File: src/rtl/com_pkg.sv
// Shared types and constants for the centroid divider sequencer.
package com_pkg;

    typedef enum logic [2:0] {
        IDLE   = 3'd0,
        CHECK  = 3'd1,
        X_REQ  = 3'd2,
        X_WAIT = 3'd3,
        Y_REQ  = 3'd4,
        Y_WAIT = 3'd5,
        DONE   = 3'd6
    } state_t;

    localparam int unsigned DEF_ACC_W      = 33;
    localparam int unsigned DEF_CNT_W      = 20;
    localparam int unsigned DEF_X_W        = 11;
    localparam int unsigned DEF_Y_W        = 10;
    localparam int unsigned DEF_ROT_THRESH = 160;
    localparam int unsigned DEF_TIMEOUT    = 64;

    localparam logic [1:0] ROT_LEFT  = 2'b10;
    localparam logic [1:0] ROT_RIGHT = 2'b11;

    // Clamp a quotient to the largest value representable in w bits.
    function automatic logic [63:0] sat_narrow(input logic [63:0] q, input int unsigned w);
        logic [63:0] max_val;
        max_val = (64'd1 << w) - 64'd1;
        return (q > max_val) ? max_val : q;
    endfunction

endpackage

File: src/rtl/com_div_sequencer.sv
// Drives a shared divider twice (x then y) to turn centroid sums into averages.
//
// state  | meaning
// -------+--------------------------------------------------------------
// IDLE   | waiting for tabulate_in; sums are snapshotted on the request
// CHECK  | zero pixel count aborts without touching the divider
// X_REQ  | waiting for divider idle, then one-cycle start with x sum
// X_WAIT | waiting for x quotient, watchdog running
// Y_REQ  | waiting for divider idle, then one-cycle start with y sum
// Y_WAIT | waiting for y quotient, watchdog running
// DONE   | publish result or error, tell accumulator to clear
module com_div_sequencer
    import com_pkg::*;
#(
    parameter int unsigned ACC_W      = DEF_ACC_W,
    parameter int unsigned CNT_W      = DEF_CNT_W,
    parameter int unsigned X_W        = DEF_X_W,
    parameter int unsigned Y_W        = DEF_Y_W,
    parameter int unsigned ROT_THRESH = DEF_ROT_THRESH,
    parameter int unsigned TIMEOUT    = DEF_TIMEOUT
) (
    input  logic             clk_in,
    input  logic             rst_n_in,
    input  logic             tabulate_in,
    input  logic [ACC_W-1:0] x_acc_in,
    input  logic [ACC_W-1:0] y_acc_in,
    input  logic [CNT_W-1:0] count_in,
    output logic [ACC_W-1:0] div_dividend_out,
    output logic [ACC_W-1:0] div_divisor_out,
    output logic             div_valid_out,
    input  logic [ACC_W-1:0] div_quotient_in,
    input  logic             div_valid_in,
    input  logic             div_error_in,
    input  logic             div_busy_in,
    output logic [X_W-1:0]   x_out,
    output logic [Y_W-1:0]   y_out,
    output logic [1:0]       rotate_out,
    output logic             valid_out,
    output logic             error_out,
    output logic             clear_out,
    output logic             overrun_out,
    output logic             busy_out
);

    localparam int unsigned WD_W = $clog2(TIMEOUT + 1);

    state_t           state;
    logic [ACC_W-1:0] x_snap;
    logic [ACC_W-1:0] y_snap;
    logic [CNT_W-1:0] cnt_snap;
    logic [X_W-1:0]   x_q;
    logic [Y_W-1:0]   y_q;
    logic             err;
    logic [WD_W-1:0]  wd_cnt;

    logic [X_W-1:0]   x_sat;
    logic [Y_W-1:0]   y_sat;
    logic             wd_expired;

    assign x_sat      = X_W'(sat_narrow(64'(div_quotient_in), X_W));
    assign y_sat      = Y_W'(sat_narrow(64'(div_quotient_in), Y_W));
    assign wd_expired = (wd_cnt == WD_W'(TIMEOUT - 1));
    assign busy_out   = (state != IDLE);

    // Sequencer FSM with registered divider handshake and result outputs.
    always_ff @(posedge clk_in or negedge rst_n_in) begin
        if (!rst_n_in) begin
            state            <= IDLE;
            x_snap           <= '0;
            y_snap           <= '0;
            cnt_snap         <= '0;
            x_q              <= '0;
            y_q              <= '0;
            err              <= 1'b0;
            wd_cnt           <= '0;
            div_dividend_out <= '0;
            div_divisor_out  <= '0;
            div_valid_out    <= 1'b0;
            x_out            <= '0;
            y_out            <= '0;
            rotate_out       <= 2'b00;
            valid_out        <= 1'b0;
            error_out        <= 1'b0;
            clear_out        <= 1'b0;
            overrun_out      <= 1'b0;
        end else begin
            div_valid_out <= 1'b0;
            valid_out     <= 1'b0;
            error_out     <= 1'b0;
            clear_out     <= 1'b0;
            // A request while a sequence is in flight is dropped and flagged.
            overrun_out   <= tabulate_in && (state != IDLE);

            unique case (state)
                IDLE: begin
                    if (tabulate_in) begin
                        x_snap   <= x_acc_in;
                        y_snap   <= y_acc_in;
                        cnt_snap <= count_in;
                        err      <= 1'b0;
                        state    <= CHECK;
                    end
                end
                CHECK: begin
                    if (cnt_snap == '0) begin
                        err   <= 1'b1;
                        state <= DONE;
                    end else begin
                        state <= X_REQ;
                    end
                end
                X_REQ: begin
                    if (!div_busy_in) begin
                        div_valid_out    <= 1'b1;
                        div_dividend_out <= x_snap;
                        div_divisor_out  <= ACC_W'(cnt_snap);
                        wd_cnt           <= '0;
                        state            <= X_WAIT;
                    end
                end
                X_WAIT: begin
                    if (div_valid_in) begin
                        x_q   <= x_sat;
                        err   <= err | div_error_in;
                        state <= Y_REQ;
                    end else if (wd_expired) begin
                        err   <= 1'b1;
                        state <= DONE;
                    end else begin
                        wd_cnt <= wd_cnt + WD_W'(1);
                    end
                end
                Y_REQ: begin
                    if (!div_busy_in) begin
                        div_valid_out    <= 1'b1;
                        div_dividend_out <= y_snap;
                        div_divisor_out  <= ACC_W'(cnt_snap);
                        wd_cnt           <= '0;
                        state            <= Y_WAIT;
                    end
                end
                Y_WAIT: begin
                    if (div_valid_in) begin
                        y_q   <= y_sat;
                        err   <= err | div_error_in;
                        state <= DONE;
                    end else if (wd_expired) begin
                        err   <= 1'b1;
                        state <= DONE;
                    end else begin
                        wd_cnt <= wd_cnt + WD_W'(1);
                    end
                end
                DONE: begin
                    if (err) begin
                        error_out <= 1'b1;
                    end else begin
                        x_out      <= x_q;
                        y_out      <= y_q;
                        rotate_out <= (x_q <= X_W'(ROT_THRESH)) ? ROT_LEFT : ROT_RIGHT;
                        valid_out  <= 1'b1;
                    end
                    clear_out <= 1'b1;
                    state     <= IDLE;
                end
                default: begin
                    state <= IDLE;
                end
            endcase
        end
    end

endmodule

File: config.mk
export PLATFORM = sky130hd
export DESIGN_NAME = com_div_sequencer
export DESIGN_NICKNAME = d
export VERILOG_FILES = /design/src/rtl/com_pkg.sv /design/src/rtl/com_div_sequencer.sv
export SDC_FILE = /design/constraint.sdc
export NUM_CORES = 1
export LEC_CHECK = 0
export CAP_MARGIN = 10
export CELL_PAD_IN_SITES_DETAIL_PLACEMENT = 2
export CELL_PAD_IN_SITES_GLOBAL_PLACEMENT = 2
export CORE_MARGIN = 2
export CORE_UTILIZATION = 40
export CTS_BUF_LIST = sky130_fd_sc_hd__clkbuf_8 sky130_fd_sc_hd__clkbuf_16
export CTS_CLUSTER_DIAMETER = 50
export DETAILED_ROUTE_END_ITERATION = 8
export DONT_BUFFER_PORTS = 1
export GPL_ROUTABILITY_DRIVEN = 0
export PLACE_DENSITY = 0.87
export SLEW_MARGIN = 20
export SYNTH_ARGS = -nofsm -noshare
export SYNTH_HDL_FRONTEND = slang
export SYNTH_SLANG_ARGS = --single-unit
File: constraint.sdc
create_clock -name clk_in -period 4.5 [get_ports clk_in]
set_clock_uncertainty 0.2 [all_clocks]
set_input_delay 0.9 -clock clk_in [delete_from_list [all_inputs] [get_ports clk_in]]
set_output_delay 0.9 -clock clk_in [all_outputs]
set_load 0.01 [all_outputs]
== Yosys cells after proc, flatten, opt, wreduce, memory -nomap -nowiden ==
Cells that the tools add are included.
Storage, ports and cells
  output and inout port bits: 95
  latch bits: 0
  bits in writable memories: 0
  logic and storage cells: 88
  input port bits: 125
  memories: 0
  ROM bits: 0
  register bits after elaboration: 199
Cells by class
  shift operators: 0
  equality and inequality tests: 15
  $mul: 0
  magnitude comparators: 3
  div/mod/pow operators: 0
  multiplexer cells: 30
  bitwise logic cells: 3
  reduce and logical (&&, ||, !) cells: 18
  $add $sub $neg: 1
Operators with widths (count)
  two-way mux 33 bit: 2
  one-hot mux 33 bit (2 select lines): 1
  greater-than comparator 33 x 10 -> 1 bit, second input constant: 1
  greater-than comparator 33 x 11 -> 1 bit, second input constant: 1
  two-way mux 3 bit: 7
  two-way mux 7 bit: 3
  logical NOT 20 bit: 1
  one-hot mux 3 bit (6 select lines): 1
  inequality test 2 bit, second input constant: 7
  one-hot mux 7 bit (2 select lines): 1
  two-way mux 1 bit: 12
  <= comparator 11 x 8 -> 1 bit, second input constant: 1
  two-way mux 11 bit: 1
  two-way mux 10 bit: 1
  AND reduction 2 bit: 5
  == test 3 bit, second input constant: 3
  AND reduction 4 bit: 2
  adder 7 x 1 -> 7 bit, second input constant: 1
  == test 7 x 6 -> 1 bit, second input constant: 1
  == test 3 x 2 -> 1 bit, second input constant: 2
  AND reduction 3 bit: 2
  nonzero test 3 bit: 2
  nonzero test 2 bit: 2
  OR reduction 2 bit: 2
  other kinds (7): 8

== Depth between registers and ports, before layout ==
Gate-level depths: netlist of run 1.
  depth in word-level cells: 4
  gate-level depth with buffers: 8

== Least setup slack after synthesis of run 1 ==
Ideal clock, no wire load.
  path type: input -> register
  start: in div_quotient_in[25]
  end: reg x_q[0]
  setup slack: 2.162 ns
  cell stages on the path: 5
  data arrival time: 2.016 ns
  required time: 4.179 ns
  buffers on the path: 1
  cell sequence: nor4_1 nand2_1 or4_1 buf_2 o22a_1
On the way
  cells in the longest elaborated chain, start to end: 2
RTL lines
  from (decl): RTL line com_div_sequencer.sv:31  | input logic [ACC_W-1:0] div_quotient_in,
  greater-than comparator 33 x 11 -> 1 bit: RTL line com_pkg.sv:28  | return (q > max_val) ? max_val : q;
  two-way mux 11 bit: RTL line com_pkg.sv:28
  to (signal assigned): RTL line com_div_sequencer.sv:123  | x_q <= x_sat;
  to (decl): RTL line com_div_sequencer.sv:51  | logic [X_W-1:0] x_q;
Every way passes these cells.
A chain may end at the register's enable or synchronous reset.

== Final worst setup path of run 1 ==
  start: reg state[0]
  end: out busy_out
On the way
  cells in the longest elaborated chain, start to end: 1
RTL lines
  from (decl): RTL line com_div_sequencer.sv:47  | state_t state;
  from (signal assigned): RTL line com_div_sequencer.sv:68  | state <= IDLE;
  from (signal assigned): RTL line com_div_sequencer.sv:101  | state <= CHECK;
  from (signal assigned): RTL line com_div_sequencer.sv:107  | state <= DONE;
  nonzero test 3 bit: RTL line com_div_sequencer.sv:63  | assign busy_out = (state != IDLE);
  to (decl): RTL line com_div_sequencer.sv:42  | output logic busy_out
Every way passes these cells.

==> results of run 1 <==
-- path summary, 6_finish.rpt --
kind                                              start                              to  slack (ns)  cells past startpoint
worst min register to register  cnt_snap[2]$_DFFE_PN0P_  div_divisor_out[2]$_DFFE_PN0P_        0.30                      2
worst min-delay path                           rst_n_in             error_out$_DFF_PN0_       -0.05                      0
worst max-delay path               state[0]$_DFFE_PN0P_                        busy_out        1.87                      2
max in group asynchronous                      rst_n_in          x_snap[29]$_DFFE_PN0P_        3.95                      0
min in group clk_in             cnt_snap[2]$_DFFE_PN0P_  div_divisor_out[2]$_DFFE_PN0P_        0.30                      2
worst max register to register     state[0]$_DFFE_PN0P_          x_snap[15]$_DFFE_PN0P_        1.94                      4
-- metal layers --
metal | GRT usage [%] | part of all wire, % | wire length, um | vias to the layer above
met5 | 0 | 0.052 | 11 | -
met4 | 7.43 | 2.2 | 456 | 2
met3 | 7.88 | 8.3 | 1760 | 34
met2 | 37.2 | 54 | 11400 | 170
met1 | 21.1 | 35 | 7490 | 2563
li1 | - | - | - | 2198
-- registers in the layout (all words and copies together), names as in the netlist, 2 cells and up --
signal,flops
y_q,10
y_snap,33
div_divisor_out,20
rotate_out,2
state,3
x_out,11
wd_cnt,7
div_dividend_out,33
x_snap,33
cnt_snap,20
x_q,11
y_out,10
-- worst reg2reg max path: stages (launching register included) --
cell,delay [ns]
dfrtp_1,0.61
nor3_2,0.36
and2_4,0.50
buf_16,0.34
mux2_2,0.45
-- power groups by stage --
stage          Combinational (mW)  Sequential, mW  Clock (mW)
2_1_floorplan                1.42            3.13           0
3_3_place_gp                 1.49            3.34           0
3_5_place_dp                 1.69            3.45           0
4_1_cts                      1.70            3.42        1.66
5_1_grt                      1.90            3.52        1.72
6_report                     1.68            3.40        1.62
-- through the flow --
step           area (um^2)  hold slack, ns  instances
6_report              8920         -0.0473        923
5_1_grt               8910         -0.0789        921
3_3_place_gp          8230           0.271        886
2_1_floorplan         8170           0.256        663
4_1_cts               8860         -0.0685        918
3_5_place_dp          8230           0.290        886
-- placed cells by master (no fill, tap or decap), types with 4 or more instances in the layout --
cell type  netlist  layout
nand2_1        103     102
a21oi_1         16      16
nand4_1          4       4
o22a_1          10      10
conb_1           1      13
nor4_1          10      10
nand3_1          5       5
o21ai_0         37      37
mux2_2         104     104
nor2_1          32      32
mux2i_1         33      33
or4_1            5       5
inv_8            0       5
clkbuf_16        0      17
dfrtp_1        199     199
inv_6            0       4
-- synth_stat cells, types with 4 or more instances --
master    number
a21oi_1       16
buf_2         14
buf_4         18
clkbuf_1      13
dfrtp_1      199
mux2_2       104
mux2i_1       33
nand2_1      103
nand3_1        5
nand4_1        4
nor2_1        32
nor4_1        10
o21ai_0       37
o22a_1        10
or4_1          5
-- final cells by class --
type / count / area, um^2
Fill cell: 1941 / 11200
Sequential cell: 199 / 4980
Multi-Input combinational cell: 412 / 2900
Clock buffer: 17 / 425
Tap cell: 270 / 338
Clock inverter: 15 / 201
Timing Repair Buffer: 3 / 50.0
Inverter: 4 / 15.0
Antenna cell: 3 / 7.51
-- cells by family after synthesis --
logic type / after synthesis
buffers and inverters: 52
flip-flops: 199
XOR/XNOR: 2
AO/OA/AOI/OAI: 78
adder cells (fa/ha/maj): 1
multiplexers: 140
AND/OR/NAND/NOR: 178
other: 1
==> results.json, run 1 <==
{
  "place_ws_ns": 1.55,
  "numClockSinks": 199,
  "clk_latency_ns": 0.44,
  "rsz0062_at_grt": "no",
  "clockBufferDepth": 2,
  "yosysTopAreaCellShare_pct": 61.3,
  "yosys.area_share.xor_xnor_pct": 0.308,
  "end_kind": "primary output",
  "fin_hold_ws_ns": -0.0473,
  "setup_viol": 0,
  "drv_cap": 0,
  "critPathSlowestCell": "dfrtp_1",
  "cp.arrival_ns": 1.53,
  "antenna_found_initial": 4,
  "die_h_um": 147,
  "yosys_warnings": 0,
  "cp_max_fo": 17,
  "hp-class": "input pin to asynchronous set/reset pin",
  "synthFlopType": "dfrtp_1",
  "power_switching_mw": 2.41,
  "area_delta_synth_final_pct": 9.81,
  "ys_ff_latch": 199,
  "maxSlewViolCount": 0,
  "vias": 4967,
  "setup_slack_ns": 1.87,
  "yosys.area.top_type": "dfrtp_1",
  "path_class": "flop to primary output",
  "comb_power_share_pct": 25.1,
  "cts_tree": "built",
  "synth_edf_count": 0,
  "layout.nets": 763,
  "yosys.area_share.simple_pct": 9.75,
  "ys_top_cells_by_area": "dfrtp_1 61%, mux2_2 14%, nand2_1 4.8%",
  "syn_inst": 651,
  "synth-compound-area-share_pct": 5.81,
  "first_pass_iters": 4,
  "initial_core_util_pct": 40.4,
  "synth_adder_area_share_pct": 0.154,
  "crit_required_ns": 3.40,
  "wl_per_cell_um": 22.9,
  "synthArstFlopShare_pct": 100,
  "p_leak_nw": 3.81,
  "p_per_area_mw_per_mm2": 751,
  "finalWirelength_mm": 21.1,
  "die_width_um": 147,
  "ant_nets": 0,
  "dp_hpwl_mm": 14.8,
  "grt_first_pass_wirelength_mm": 33.6,
  "crit_chain": "nor3_2 -> inv_1",
  "start_kind": "flop",
  "syn_avg_cell_area_um2": 12.5,
  "final.period_utilization_pct": 58.5,
  "grt_overflow": 0,
  "timing.fmax_mhz": 380,
  "drc": 0,
  "clk_pin_slew_worst_paths_ns": 0.08,
  "min_period_ns": 2.63,
  "cts_resized": 0,
  "drive_above_1_share_pct": 23.1,
  "cp.buffers_inverters": 1,
  "synth.area.mux_share_pct": 18.9,
  "tightestPinTransition_ns": 0.813,
  "critPathMaxStageDelay_ns": 0.61,
  "max_slew_margin_pct": 45.6,
  "track_usage_pct": 20.3,
  "clkPwrFrac_pct": 24.1,
  "synth_cell_types": 43,
  "crit_family": "flip-flops",
  "ios": 220,
  "p_total_mw": 6.70,
  "power.share.sequential_pct": 50.8,
  "viasPerCell": 5.38,
  "vdd_drop_max_v": 0.000268,
  "status": "finished, violations left",
  "hold_violations": 199,
  "synthesis.area_mm2": 0.00812,
  "post-route-util_pct": 44.4,
  "num_rows": 52,
  "synth_top_family_by_area": "multiplexers",
  "synth_seq_area_share_pct": 61.3,
  "switching_share_pct": 36.0,
  "core_area_mm2": 0.0201,
  "violations": "negative hold slack",
  "fin_tns_setup_ns": 0,
  "htree_levels": 4,
  "dieArea_mm2": 0.0215,
  "port_buffers": 0,
  "cts_buffers": 17,
  "cts_root_buf": "clkbuf_16",
  "drt_iter0_markers": 222,
  "grt_start_max_net_pins": 200,
  "cts_setup_buffers": 0,
  "internal-power_mw": 4.29,
  "grt_pass1_vias": 5785
}
No activity file was read; power rests on OpenSTA's default activity.
==> run 2: changes to the inputs <==
--- a/config.mk
+++ b/config.mk
@@ -9,13 +9,13 @@
 export CELL_PAD_IN_SITES_DETAIL_PLACEMENT = 2
 export CELL_PAD_IN_SITES_GLOBAL_PLACEMENT = 2
 export CORE_MARGIN = 2
-export CORE_UTILIZATION = 40
+export CORE_UTILIZATION = 37
 export CTS_BUF_LIST = sky130_fd_sc_hd__clkbuf_8 sky130_fd_sc_hd__clkbuf_16
 export CTS_CLUSTER_DIAMETER = 50
 export DETAILED_ROUTE_END_ITERATION = 8
 export DONT_BUFFER_PORTS = 1
 export GPL_ROUTABILITY_DRIVEN = 0
-export PLACE_DENSITY = 0.87
+export PLACE_DENSITY = 0.85
 export SLEW_MARGIN = 20
 export SYNTH_ARGS = -nofsm -noshare
 export SYNTH_HDL_FRONTEND = slang
==> constraint.sdc (replaced) <==
create_clock -name clk_in -period 2.2 [get_ports clk_in]
set_clock_uncertainty 0.2 [all_clocks]
set_input_delay 0.44 -clock clk_in [delete_from_list [all_inputs] [get_ports clk_in]]
set_output_delay 0.44 -clock clk_in [all_outputs]
set_load 0.01 [all_outputs]
==> run 2 against run 1 <==
Net effect:
- the flow still finishes with violations (negative hold slack)
- final cell count is 13% higher
- sequential power grew 110%
- first-iteration DRC count is 2.3% lower
- sequential share of layout area is 5.8 points lower
- clock power rose by 92%
- wire length grew 16%
- die area up 7.9%
- via count rose by 10%
- critical endpoint is now wd_cnt[5]$_DFFE_PN0P_
==> results.json, run 2 (synthesis gave the netlist of run 1 again) <==
{
  "area_delta_synth_final_pct": 22.6,
  "clk_pin_slew_worst_paths_ns": 0.08,
  "grt_start_max_net_pins": 200,
  "cts_buffers": 17,
  "final.period_utilization_pct": 94.4,
  "clockBufferDepth": 2,
  "die_h_um": 152,
  "grt_overflow": 0,
  "track_usage_pct": 21.7,
  "cts_tree": "built",
  "cp_max_fo": 6,
  "antenna_found_initial": 2,
  "layout.nets": 870,
  "vias": 5466,
  "core_area_mm2": 0.0217,
  "max_slew_margin_pct": 65.9,
  "drc": 0,
  "viasPerCell": 5.26,
  "drive_above_1_share_pct": 21.1,
  "status": "finished, violations left",
  "drt_iter0_markers": 217,
  "cts_setup_buffers": 0,
  "cts_root_buf": "clkbuf_16",
  "wl_per_cell_um": 23.6,
  "min_period_ns": 2.08,
  "layout_common_cells": "199 x dfrtp_1, 104 x mux2_2, 102 x nand2_1",
  "reg_top3": "div_dividend_out (33), x_snap (33), y_snap (33)",
  "clk_latency_ns": 0.44,
  "path_class": "flop to flop",
  "place_ws_ns": -0.0195,
  "numClockSinks": 199,
  "ant_nets": 0,
  "fin_hold_ws_ns": -0.495,
  "finalWirelength_mm": 24.5,
  "p_total_mw": 14.0,
  "cts_hold_buf": 97,
  "tightestPinTransition_ns": 0.510,
  "rsz0062_at_grt": "yes",
  "final_common_cell": "dfrtp_1",
  "maxSlewViolCount": 0,
  "htree_levels": 4,
  "num_rows": 54,
  "violations": "negative hold slack",
  "vdd_drop_max_v": 0.000472,
  "start_kind": "flop",
  "fin_tns_setup_ns": 0,
  "end_kind": "flop",
  "p_per_area_mw_per_mm2": 1400,
  "first_pass_iters": 5,
  "r2r_slack_ns": 0.12,
  "p_leak_nw": 4.24,
  "initial_core_util_pct": 37.5,
  "dp_hpwl_mm": 15.3,
  "port_buffers": 0,
  "hp-class": "input pin to asynchronous set/reset pin",
  "hold_violations": 199,
  "setup_viol": 0,
  "grt_pass1_vias": 6568,
  "dieArea_mm2": 0.0232,
  "crit_required_ns": 2.34,
  "drv_cap": 0,
  "setup_slack_ns": 0.124,
  "grt_first_pass_wirelength_mm": 39.0,
  "ios": 220,
  "timing.fmax_mhz": 482,
  "cp.arrival_ns": 2.22,
  "die_width_um": 152,
  "post-route-util_pct": 45.9
}
[run 2: changes by cell type in the layout (fill, tap and decap cells not counted), moves of 2 or more]
cell / delta
inv_6: -2
clkinvlp_4: +3
buf_4: +7
buf_12: +5
bufinv_16: -2
dlygate4sd3_1: +97
[run 2: power breakdown]
part | switching (mW) | total (mW) | internal [mW]
logic | 1.93 | 3.86 | 1.94
registers | 1.70 | 7.02 | 5.32
clock network | 1.57 | 3.11 | 1.54
[run 2: final cells by class]
| cell class | instances | area (um^2) |
|---|---|---|
| multi-input cells | 412 | 2900 |
| repair buffers | 110 | 1130 |
| well taps | 280 | 350 |
| clock inverters | 14 | 139 |
| diodes | 2 | 5.00 |
| inverters | 4 | 15.0 |
| flip-flops and latches | 199 | 4980 |
| clock buffers | 18 | 439 |
| fillers | 2113 | 11700 |
[run 2: critical path, cell delays in order, from the launching register on]
cell     delay [ns]
dfrtp_1        0.45
ha_1           0.24
nor2b_1        0.16
a21o_1         0.26
or4_1          0.52
a21oi_1        0.17
[run 2: through the flow]
stage / instances / instance area (um^2)
2_1_floorplan: 663 / 8170
3_3_place_gp: 908 / 8400
3_5_place_dp: 908 / 8400
4_1_cts: 1037 / 9950
5_1_grt: 1039 / 9960
6_report: 1039 / 9960
[run 2: final timing paths]
| kind | start | endpoint | cells past startpoint |
|---|---|---|---|
| max in group asynchronous | rst_n_in | div_dividend_out[32]$_DFFE_PN0P_ | 0 |
| min in group clk_in | div_quotient_in[5] | y_q[5]$_DFFE_PN0P_ | 2 |
| worst min-delay path | rst_n_in | overrun_out$_DFF_PN0_ | 0 |
| worst max-delay path | wd_cnt[0]$_DFFE_PN0P_ | wd_cnt[5]$_DFFE_PN0P_ | 5 |
| worst min register to register | x_snap[30]$_DFFE_PN0P_ | x_snap[30]$_DFFE_PN0P_ | 1 |
| worst max register to register | wd_cnt[0]$_DFFE_PN0P_ | wd_cnt[5]$_DFFE_PN0P_ | 5 |
[run 2: routing by layer]
layer / wire length [um] / part of all wire (%) / global-route usage, % / vias up
met5: 0 / 0 / 0 / -
met4: 383 / 1.6 / 5.56 / 0
met3: 1550 / 6.3 / 6.66 / 27
met2: 13700 / 56 / 41.8 / 185
met1: 8920 / 36 / 22.8 / 2840
li1: - / - / - / 2414
[run 2: timing repair]
item	4_1_cts	5_1_grt
hold endpoints to repair	300	199
resized for setup	0	2
setup endpoints to repair	0	3
